<file path="src/rtl/countdown_controller_pkg.sv">
// Shared encodings and default countdown lengths for the mode-select path
// (button decoder, countdown controller, display logic).
package countdown_controller_pkg;

  localparam logic [1:0] MODE_NONE = 2'b00;
  localparam logic [1:0] MODE_1    = 2'b01;
  localparam logic [1:0] MODE_2    = 2'b10;
  localparam logic [1:0] MODE_3    = 2'b11;

  localparam int DEF_MODE1_SECS = 30;
  localparam int DEF_MODE2_SECS = 60;
  localparam int DEF_MODE3_SECS = 90;

  typedef enum logic [1:0] {
    ST_IDLE  = 2'b00,
    ST_COUNT = 2'b01,
    ST_DONE  = 2'b10
  } cd_state_e;

endpackage

</file>
<file path="src/rtl/countdown_controller_if.sv">
// Mode-select link: the decoder (master) requests a run, the controller (slave)
// reports remaining seconds, activity, completion and the latched mode.
interface countdown_controller_if #(
  parameter int SECS_W = 7
);
  logic              countdown_start_i;
  logic [1:0]        mode_i;
  logic [SECS_W-1:0] secs_o;
  logic              active_o;
  logic              done_o;
  logic [1:0]        mode_o;

  modport master (
    output countdown_start_i, mode_i,
    input  secs_o, active_o, done_o, mode_o
  );

  modport slave (
    input  countdown_start_i, mode_i,
    output secs_o, active_o, done_o, mode_o
  );
endinterface

</file>
<file path="src/rtl/countdown_controller_tick_prescaler.sv">
// Free-running divider producing a one-cycle tick every TICKS_PER_SEC enabled
// cycles; clear restarts the period so the first tick lands a full period later.
module tick_prescaler #(
  parameter int TICKS_PER_SEC = 100000000
) (
  input  logic clk_i,
  input  logic rst_i,
  input  logic clear,
  input  logic enable,
  output logic tick
);

  localparam int CNT_W = (TICKS_PER_SEC > 1) ? $clog2(TICKS_PER_SEC) : 1;
  localparam logic [CNT_W-1:0] LAST = CNT_W'(TICKS_PER_SEC - 1);

  logic [CNT_W-1:0] cnt;

  assign tick = enable && (cnt == LAST);

  // Period counter, wrapping at LAST.
  always_ff @(posedge clk_i) begin
    if (rst_i) begin
      cnt <= {CNT_W{1'b0}};
    end else if (clear) begin
      cnt <= {CNT_W{1'b0}};
    end else if (enable) begin
      if (cnt == LAST) begin
        cnt <= {CNT_W{1'b0}};
      end else begin
        cnt <= cnt + CNT_W'(1);
      end
    end else begin
      cnt <= cnt;
    end
  end

endmodule

</file>
<file path="src/rtl/countdown_controller.sv">
// Per-mode seconds countdown: starts on a rising start level with a non-menu
// mode, counts down once per prescaler tick, pulses done at zero.
module countdown_controller
  import countdown_controller_pkg::*;
#(
  parameter int TICKS_PER_SEC = 100000000,
  parameter int MODE1_SECS    = DEF_MODE1_SECS,
  parameter int MODE2_SECS    = DEF_MODE2_SECS,
  parameter int MODE3_SECS    = DEF_MODE3_SECS,
  parameter int SECS_W        = 7
) (
  input logic                   clk_i,
  input logic                   rst_i,
  countdown_controller_if.slave cd
);

  cd_state_e         state_q, state_d;
  logic              start_q;
  logic              start_rise;
  logic              tick;
  logic              presc_clear;
  logic              presc_enable;
  logic [SECS_W-1:0] secs_q, secs_d;
  logic [1:0]        mode_q, mode_d;
  logic              active_q, active_d;
  logic              done_q, done_d;

  function automatic logic [SECS_W-1:0] secs_for_mode(input logic [1:0] m);
    case (m)
      MODE_1:  return SECS_W'(MODE1_SECS);
      MODE_2:  return SECS_W'(MODE2_SECS);
      MODE_3:  return SECS_W'(MODE3_SECS);
      default: return {SECS_W{1'b0}};
    endcase
  endfunction

  assign start_rise   = cd.countdown_start_i & ~start_q;
  assign presc_enable = (state_q == ST_COUNT);

  tick_prescaler #(
    .TICKS_PER_SEC(TICKS_PER_SEC)
  ) u_prescaler (
    .clk_i  (clk_i),
    .rst_i  (rst_i),
    .clear  (presc_clear),
    .enable (presc_enable),
    .tick   (tick)
  );

  // State register and start-level history.
  always_ff @(posedge clk_i) begin
    if (rst_i) begin
      state_q <= ST_IDLE;
      start_q <= 1'b0;
    end else begin
      state_q <= state_d;
      start_q <= cd.countdown_start_i;
    end
  end

  // Next state and next output values; a low start level always wins over a tick.
  always_comb begin
    state_d     = state_q;
    secs_d      = secs_q;
    mode_d      = mode_q;
    active_d    = active_q;
    done_d      = 1'b0;
    presc_clear = 1'b0;
    case (state_q)
      ST_IDLE: begin
        if (start_rise && (cd.mode_i != MODE_NONE)) begin
          state_d     = ST_COUNT;
          mode_d      = cd.mode_i;
          secs_d      = secs_for_mode(cd.mode_i);
          active_d    = 1'b1;
          presc_clear = 1'b1;
        end else begin
          state_d = ST_IDLE;
        end
      end
      ST_COUNT: begin
        if (!cd.countdown_start_i) begin
          state_d  = ST_IDLE;
          secs_d   = {SECS_W{1'b0}};
          mode_d   = MODE_NONE;
          active_d = 1'b0;
        end else if (tick) begin
          if (secs_q > SECS_W'(1)) begin
            secs_d = secs_q - SECS_W'(1);
          end else begin
            secs_d   = {SECS_W{1'b0}};
            done_d   = 1'b1;
            active_d = 1'b0;
            state_d  = ST_DONE;
          end
        end else begin
          state_d = ST_COUNT;
        end
      end
      ST_DONE: begin
        if (!cd.countdown_start_i) begin
          state_d  = ST_IDLE;
          secs_d   = {SECS_W{1'b0}};
          mode_d   = MODE_NONE;
          active_d = 1'b0;
        end else begin
          state_d = ST_DONE;
        end
      end
      default: begin
        state_d  = ST_IDLE;
        secs_d   = {SECS_W{1'b0}};
        mode_d   = MODE_NONE;
        active_d = 1'b0;
      end
    endcase
  end

  // Registered outputs.
  always_ff @(posedge clk_i) begin
    if (rst_i) begin
      secs_q   <= {SECS_W{1'b0}};
      mode_q   <= MODE_NONE;
      active_q <= 1'b0;
      done_q   <= 1'b0;
    end else begin
      secs_q   <= secs_d;
      mode_q   <= mode_d;
      active_q <= active_d;
      done_q   <= done_d;
    end
  end

  assign cd.secs_o   = secs_q;
  assign cd.mode_o   = mode_q;
  assign cd.active_o = active_q;
  assign cd.done_o   = done_q;

endmodule

</file>
<file path="src/flat_wrapper.sv">
// flat-port wrapper written by rule: the top's interface ports become plain ports
module countdown_controller_flat import countdown_controller_pkg::*;
#(
  parameter int TICKS_PER_SEC = 100000000,
  parameter int MODE1_SECS    = DEF_MODE1_SECS,
  parameter int MODE2_SECS    = DEF_MODE2_SECS,
  parameter int MODE3_SECS    = DEF_MODE3_SECS,
  parameter int SECS_W        = 7
)
  (clk_i, rst_i, cd_countdown_start_i, cd_mode_i, cd_secs_o, cd_active_o, cd_done_o, cd_mode_o);
  countdown_controller_if #(.SECS_W(SECS_W)) cd_i ();
  input logic clk_i;
  input logic rst_i;
  input wire logic [$bits(cd_i.countdown_start_i)-1:0] cd_countdown_start_i;
  input wire logic [$bits(cd_i.mode_i)-1:0] cd_mode_i;
  output wire logic [$bits(cd_i.secs_o)-1:0] cd_secs_o;
  output wire logic [$bits(cd_i.active_o)-1:0] cd_active_o;
  output wire logic [$bits(cd_i.done_o)-1:0] cd_done_o;
  output wire logic [$bits(cd_i.mode_o)-1:0] cd_mode_o;
  assign cd_i.countdown_start_i = cd_countdown_start_i;
  assign cd_i.mode_i = cd_mode_i;
  assign cd_secs_o = cd_i.secs_o;
  assign cd_active_o = cd_i.active_o;
  assign cd_done_o = cd_i.done_o;
  assign cd_mode_o = cd_i.mode_o;
  countdown_controller #(.TICKS_PER_SEC(TICKS_PER_SEC), .MODE1_SECS(MODE1_SECS), .MODE2_SECS(MODE2_SECS), .MODE3_SECS(MODE3_SECS), .SECS_W(SECS_W)) u_core (.clk_i(clk_i), .rst_i(rst_i), .cd(cd_i));
endmodule
</file>
<file path="config.mk">
export PLATFORM = sky130hd
export DESIGN_NAME = countdown_controller_flat
export DESIGN_NICKNAME = d
export VERILOG_FILES = /design/src/rtl/countdown_controller_pkg.sv /design/src/rtl/countdown_controller_if.sv /design/src/rtl/countdown_controller_tick_prescaler.sv /design/src/rtl/countdown_controller.sv /design/src/flat_wrapper.sv
export SDC_FILE = /design/constraint.sdc
export NUM_CORES = 1
export LEC_CHECK = 0
export CAP_MARGIN = 20
export CORE_ASPECT_RATIO = 0.9
export CORE_UTILIZATION = 62
export CTS_BUF_LIST = sky130_fd_sc_hd__clkbuf_16
export DETAILED_ROUTE_END_ITERATION = 10
export PLACE_DENSITY_LB_ADDON = 0.25
export SYNTH_ARGS = -nofsm -noshare
export SYNTH_HDL_FRONTEND = slang
export SYNTH_SLANG_ARGS = --single-unit
</file>
<file path="constraint.sdc">
create_clock -name clk_i -period 4.6 [get_ports clk_i]
set_input_delay 0.92 -clock clk_i [delete_from_list [all_inputs] [get_ports clk_i]]
set_output_delay 0.92 -clock clk_i [all_outputs]
set_load 0.02 [all_outputs]
</file>
Word level (Yosys, flattened, before mapping)
Index checks and enable logic that the tools add are counted.
{"block": "totals", "input_bits": 5, "word_cells": 63, "output_inout_bits": 11, "ff_bits": 41}
{"block": "op_classes", "mux": 26, "n_eq_ne": 12, "bitwise_logic": 5, "add_sub_neg": 2, "reduce_logical": 10, "magnitude_cmp": 1}
{"op": "one-hot mux 7 bit (3 select lines)", "count": 2}
{"op": "two-way mux 7 bit", "count": 5}
{"op": "adder 27 x 1 -> 27 bit, second input constant", "count": 1}
{"op": "== test 27 bit, second input constant", "count": 1}
{"op": "two-way mux 27 bit", "count": 1}
{"op": "two-way mux 2 bit", "count": 6}
{"op": "two-way mux 1 bit", "count": 9}
{"op": "> comparator 7 x 1 -> 1 bit, second input constant", "count": 1}
{"op": "subtractor 7 x 1 -> 7 bit, second input constant", "count": 1}
{"op": "== test 2 bit, second input constant", "count": 3}
{"op": "one-hot mux 2 bit (3 select lines)", "count": 1}
{"op": "== test 2 x 1 -> 1 bit, second input constant", "count": 2}
{"op": "!= test 2 bit, second input constant", "count": 2}
{"op": "!= test 4 bit, second input constant", "count": 1}
{"op": "NOT 1 bit", "count": 4}
{"op": "one-hot mux 2 bit (2 select lines)", "count": 1}
{"op": "AND reduction 4 bit", "count": 1}
{"op": "OR reduction 2 bit", "count": 2}
{"op": "OR reduction 4 bit", "count": 1}
{"op": "!= test 3 x 2 -> 1 bit, second input constant", "count": 1}
{"op": "!= test 3 bit, second input constant", "count": 1}
{"op": "one-hot mux 1 bit (3 select lines)", "count": 1}
{"op": "AND reduction 3 bit", "count": 1}
{"op": "logical AND 1 bit", "count": 2}
{"op": "other kinds (5)", "count": 5}

Depth between registers and ports, before layout
{"block": "depth", "word_depth": 6, "depth_mapped": 8, "mapped_depth_nobuf": 7}

Hierarchy
From an unflattened synthesis, not the netlist that was laid out.
{"block": "hier_totals", "cells_unflattened": 266, "hier_area_um2": 2210.9}
{"mod": "tick_prescaler", "area_each_um2": 1298.7, "seq_area_each_um2": 540.5, "instances": 1, "cells_each": 152}
{"mod": "countdown_controller", "area_each_um2": 912.1, "seq_area_each_um2": 280.3, "instances": 1, "cells_each": 114}

Worst setup path after synthesis
Ideal clock, no wire load.
{"block": "synth_timing", "path_type": "input port to flip-flop", "start": "input cd_countdown_start_i", "end": "register u_core.secs_q[2], in the netlist u_core.cd.secs_o[2]", "required_ns": 4.465, "setup_time_ns": 0.135, "t_arrival_ns": 2.196, "path_stages": 6, "n_path_buf": 2, "slack_ns": 2.268, "cell_sequence": "clkbuf_1 inv_1 o31a_1 clkbuf_1 o311ai_0 o41ai_1"}
{"block": "synth_between", "elab_chain_cells": 4, "elab_cells_between_ends": 8, "cone_classes": "eq/ne (3); mux (2); bitwise (1); reduce/logical (2)"}
{"element": "start: declaration", "line": "flat_wrapper.sv:14", "rtl": "input wire logic [$bits(cd_i.countdown_start_i)-1:0] cd_countdown_start_i;"}
{"element": "bitwise AND 1 bit", "line": "countdown_controller.sv:37", "rtl": "assign start_rise = cd.countdown_start_i & ~start_q;"}
{"element": "logical AND 1 bit", "line": "countdown_controller.sv:71", "rtl": "if (start_rise && (cd.mode_i != MODE_NONE)) begin"}
{"element": "!= test 2 x 1 -> 1 bit (no source line)"}
{"element": "AND reduction 3 bit (no source line)"}
{"element": "end signal: assignment", "line": "countdown_controller.sv:122", "rtl": "secs_q <= {SECS_W{1'b0}};"}
{"element": "end signal: assignment", "line": "countdown_controller.sv:127", "rtl": "secs_q <= secs_d;"}
{"element": "end: declaration", "line": "countdown_controller.sv:23", "rtl": "logic [SECS_W-1:0] secs_q, secs_d;"}
Several ways; a longest one is shown, not always the timed one.
A chain may end at the register's enable or synchronous reset.

Worst setup path after layout
{"block": "layout_timing", "start": "input cd_countdown_start_i", "end": "register u_core.secs_q[1], in the netlist u_core.cd.secs_o[1]"}
Same word-level chain as after synthesis.

==> impl_metrics.py <==
metrics = {
    "sta": {
        "fin_crit_ns": 2.74,
        "worstMarginPinSlew_ns": 1.12,
        "hold_viol_final": 0,
        "max-slew-margin-rel_pct": 24.8,
        "finalCritPeriodShare_pct": 59.5,
        "finalMaxSlewViolations": 0,
        "grt_setup_unrepaired": "no",
        "clock.fmax_ghz": 0.365,
        "fin_tns_setup_ns": 0,
        "setup-violations-final": 0,
        "finClkSkew_ns": 0.00528,
    },
    "die": {
        "placementRows": 20,
        "die-width_microns": 65.1,
        "ios": 16,
        "fp.dieH_microns": 58.7,
        "start_util_pct": 65.2,
        "die_area_sq_um": 3820,
        "core_sq_um": 3400,
    },
    "drt": {
        "drt.antenna.violating_nets": 0,
        "drtIter0Drc": 123,
        "vias": 1925,
        "totalWireLength_mm": 4.82,
        "drtPass1Iterations": 4,
        "avgRoutedWirePerCell_microns": 14.9,
        "vias_per_cell": 5.94,
        "post-route-drc-count": 0,
    },
    "grt": {
        "grt.busiest_layer": "met2",
        "grt_pass1_vias": 1792,
        "antenna_found_initial": 0,
        "grt_use_total_pct": 27.8,
        "grt_max_degree": 26,
        "gr-usage-met1_pct": 39.4,
        "use_met2_pct": 41.1,
        "grt_pass1_wl_mm": 8.20,
        "grt.met3_usage_pct": 6.78,
        "grt_overflow": 0,
    },
    "status": {
        "status": "finished, final reports clean",
    },
    "clock_network": {
        "clockRootBuffer": "clkbuf_16",
        "cts_buffers": 5,
        "clk_pin_slew_ns": 0.06,
        "clk-insertion-delay-late_ns": 0.28,
        "cts_tree": "built",
        "clockBufferDepth": 2,
        "post_cts_buffers": 0,
        "cts_sinks": 41,
        "htree_levels": 2,
        "cts.repair.resized": 0,
        "hold_buffers": 0,
    },
    "setup_path": {
        "startpoint_type": "input pin",
        "cpMaxStageDelayCell": "a41oi_1",
        "critPathTopFamily": "compound AO/OA/AOI/OAI gates",
        "ff2ff_path_depth": 7,
        "crit_chain": "clkdlybuf4s50_1, o21ai_0, a41oi_1, nor2_1, o211a_1",
        "cp-endpoint": "u_core.cd.secs_o[1]",
        "worstSetupStartpoint": "cd_countdown_start_i",
        "max_stage_delay_ns": 0.82,
        "cp.depth": 5,
        "critPathKind": "input pin to flip-flop",
        "r2r-end": "u_core.u_prescaler.cnt[19]",
        "cp_max_fo": 15,
        "reg2reg_slack_ns": 1.96,
        "regToRegStartpoint": "u_core.state_q[1]",
        "arrival_ns": 2.92,
        "cp-end-kind": "flip-flop",
        "path_buf_inv": 1,
        "critPathRequiredTime_ns": 4.78,
    },
    "hold_path": {
        "hold_path_class": "flip-flop to flip-flop",
    },
    "power_and_ir_drop": {
        "p_seq_share_pct": 46.4,
        "power_switching_uw": 204,
        "p_comb_share_pct": 12.8,
        "vdd_drop_max_mv": 0.214,
        "internal-power_uw": 603,
        "power_density_nw_per_um2": 319,
        "swShare_pct": 25.3,
        "leakage_nw": 0.922,
        "p_clk_share_pct": 40.7,
    },
    "synthesis": {
        "ys_seq_elements": 41,
        "yosysWarnings": 0,
        "ys_seq_area_share_pct": 37.0,
        "async_flop_share_pct": 0,
        "synthFlopType": "dfxtp_1",
        "yosysMostFrequentCell": "nor2_1",
        "yosysTopAreaCell": "dfxtp_1",
        "syn_inst": 265,
        "synthTopCellsByArea": "dfxtp_1 (37%), xor2_1 (7.9%), nor2_1 (7.4%), ha_1 (6.2%), nand2_1 (3.6%)",
        "synth.avg_cell_area_sq_um": 8.37,
        "synth_cell_types": 46,
        "synth-edff-count": 0,
        "synthTopCellsByCount": "nor2_1 (44), dfxtp_1 (41), nand2_1 (21), xor2_1 (20), nand3_1 (14)",
        "synth_top_area_share_pct": 37.0,
        "synth_fp_nets": 281,
        "synth.cell_area_sq_um": 2220,
    },
    "cells_and_area": {
        "syn_to_final_growth_pct": 14.0,
        "fin_util_pct": 74.3,
        "fill_cells": 272,
        "diodes": 0,
        "drive_gt1_share_pct": 3.57,
        "fin_nets": 295,
    },
    "placement": {
        "place_congestion": 0.813,
        "hpwlAfterDp_mm": 3.29,
        "io_buffers": 15,
    },
    "job": {
        "cap_violations": 0,
    },
}
## worst register-to-register path: cells and delay by family, from the launching register on
kind | cells | cell delay (ns)
XOR/XNOR | 1 | 0.18
flip-flops | 1 | 0.34
AND/OR/NAND/NOR | 4 | 1.50
adder cells (fa/ha/maj) | 1 | 0.41
buffers and inverters | 1 | 0.09
## stage by stage
stage | std cells | power [mW] | hold WS, ns | setup WS [ns] | cell area, sq um
floorplan | 265 | 0.451 | 0.457 | 2.27 | 2220
global placement | 316 | 0.483 | 0.473 | 1.71 | 2390
detailed placement | 316 | 0.484 | 0.491 | 1.65 | 2390
CTS | 324 | 0.808 | 0.499 | 1.91 | 2530
global route | 324 | 0.837 | 0.524 | 1.67 | 2530
finish | 324 | 0.807 | 0.505 | 1.86 | 2530
## layout make-up
cell class | instances | area, sq um | share of cell area [%]
clock buffers | 5 | 125 | 4.95
clock inverters | 3 | 11.3 | 0.445
inverters | 13 | 48.8 | 1.93
multi-input cells | 202 | 1310 | 51.8
flip-flops and latches | 41 | 821 | 32.5
well taps | 44 | 55.1 | 2.18
repair buffers | 16 | 158 | 6.23
## cells by family (layout without fill, tap and decap cells)
logic type	count (synthesis)	after routing	share of synthesized area [%]
buffers and inverters	22	37	3.95
adders and majority gates	11	11	6.20
DFF	41	41	37.0
and+or+nand+nor	122	122	27.9
xor gates and xnor gates	27	27	10.7
AOI/OAI and AO/OA	42	42	14.3
## worst min-delay path by stage
stage                                    from                   endpoint  slack (ns)  cells past startpoint
finish              u_core.u_prescaler.cnt[1]  u_core.u_prescaler.cnt[1]        0.50                      2
global route               u_core.cd.active_o         u_core.cd.active_o        0.52                      2
CTS                 u_core.u_prescaler.cnt[1]  u_core.u_prescaler.cnt[1]        0.50                      2
detailed placement  u_core.u_prescaler.cnt[1]  u_core.u_prescaler.cnt[1]        0.49                      2
global placement    u_core.u_prescaler.cnt[1]  u_core.u_prescaler.cnt[1]        0.47                      2
floorplan           u_core.u_prescaler.cnt[1]  u_core.u_prescaler.cnt[1]        0.46                      2
## registers in the layout, summed over array words and instances, names as in the netlist
signal and flops:
u_core.cd.mode_o 2, u_core.cd.active_o 1, u_core.start_q 1, u_core.cd.done_o 1, u_core.u_prescaler.cnt 27, u_core.state_q 2, u_core.cd.secs_o 7
## routing by layer
| layer | wire [microns] | vias up |
|---|---|---|
| met5 | 0 | - |
| met4 | 69 | 0 |
| met3 | 245 | 8 |
| met2 | 2090 | 45 |
| met1 | 2420 | 902 |
| li1 | - | 970 |
## power groups by stage
stage / sequential, mW / combinational, mW / clock, mW
finish: 0.375 / 0.104 / 0.329
global route: 0.376 / 0.114 / 0.346
CTS: 0.375 / 0.103 / 0.331
detailed placement: 0.382 / 0.101 / 0
global placement: 0.382 / 0.101 / 0
floorplan: 0.388 / 0.0630 / 0
## placed cells by master, fill, tap and decap left out, types with 3 or more instances in the layout
master	count
xnor2_1	7
nand4_1	10
a22oi_1	3
ha_1	11
clkbuf_16	5
nand2_1	21
nand3_1	14
nor2_1	44
or4_1	4
clkdlybuf4s50_1	15
a21oi_1	9
o41ai_1	3
inv_1	16
o21ai_0	8
nor3_1	4
xor2_1	20
or3_1	3
nand4b_1	3
dfxtp_1	41
nor4_1	4
Power figures use the tool's default switching activity.
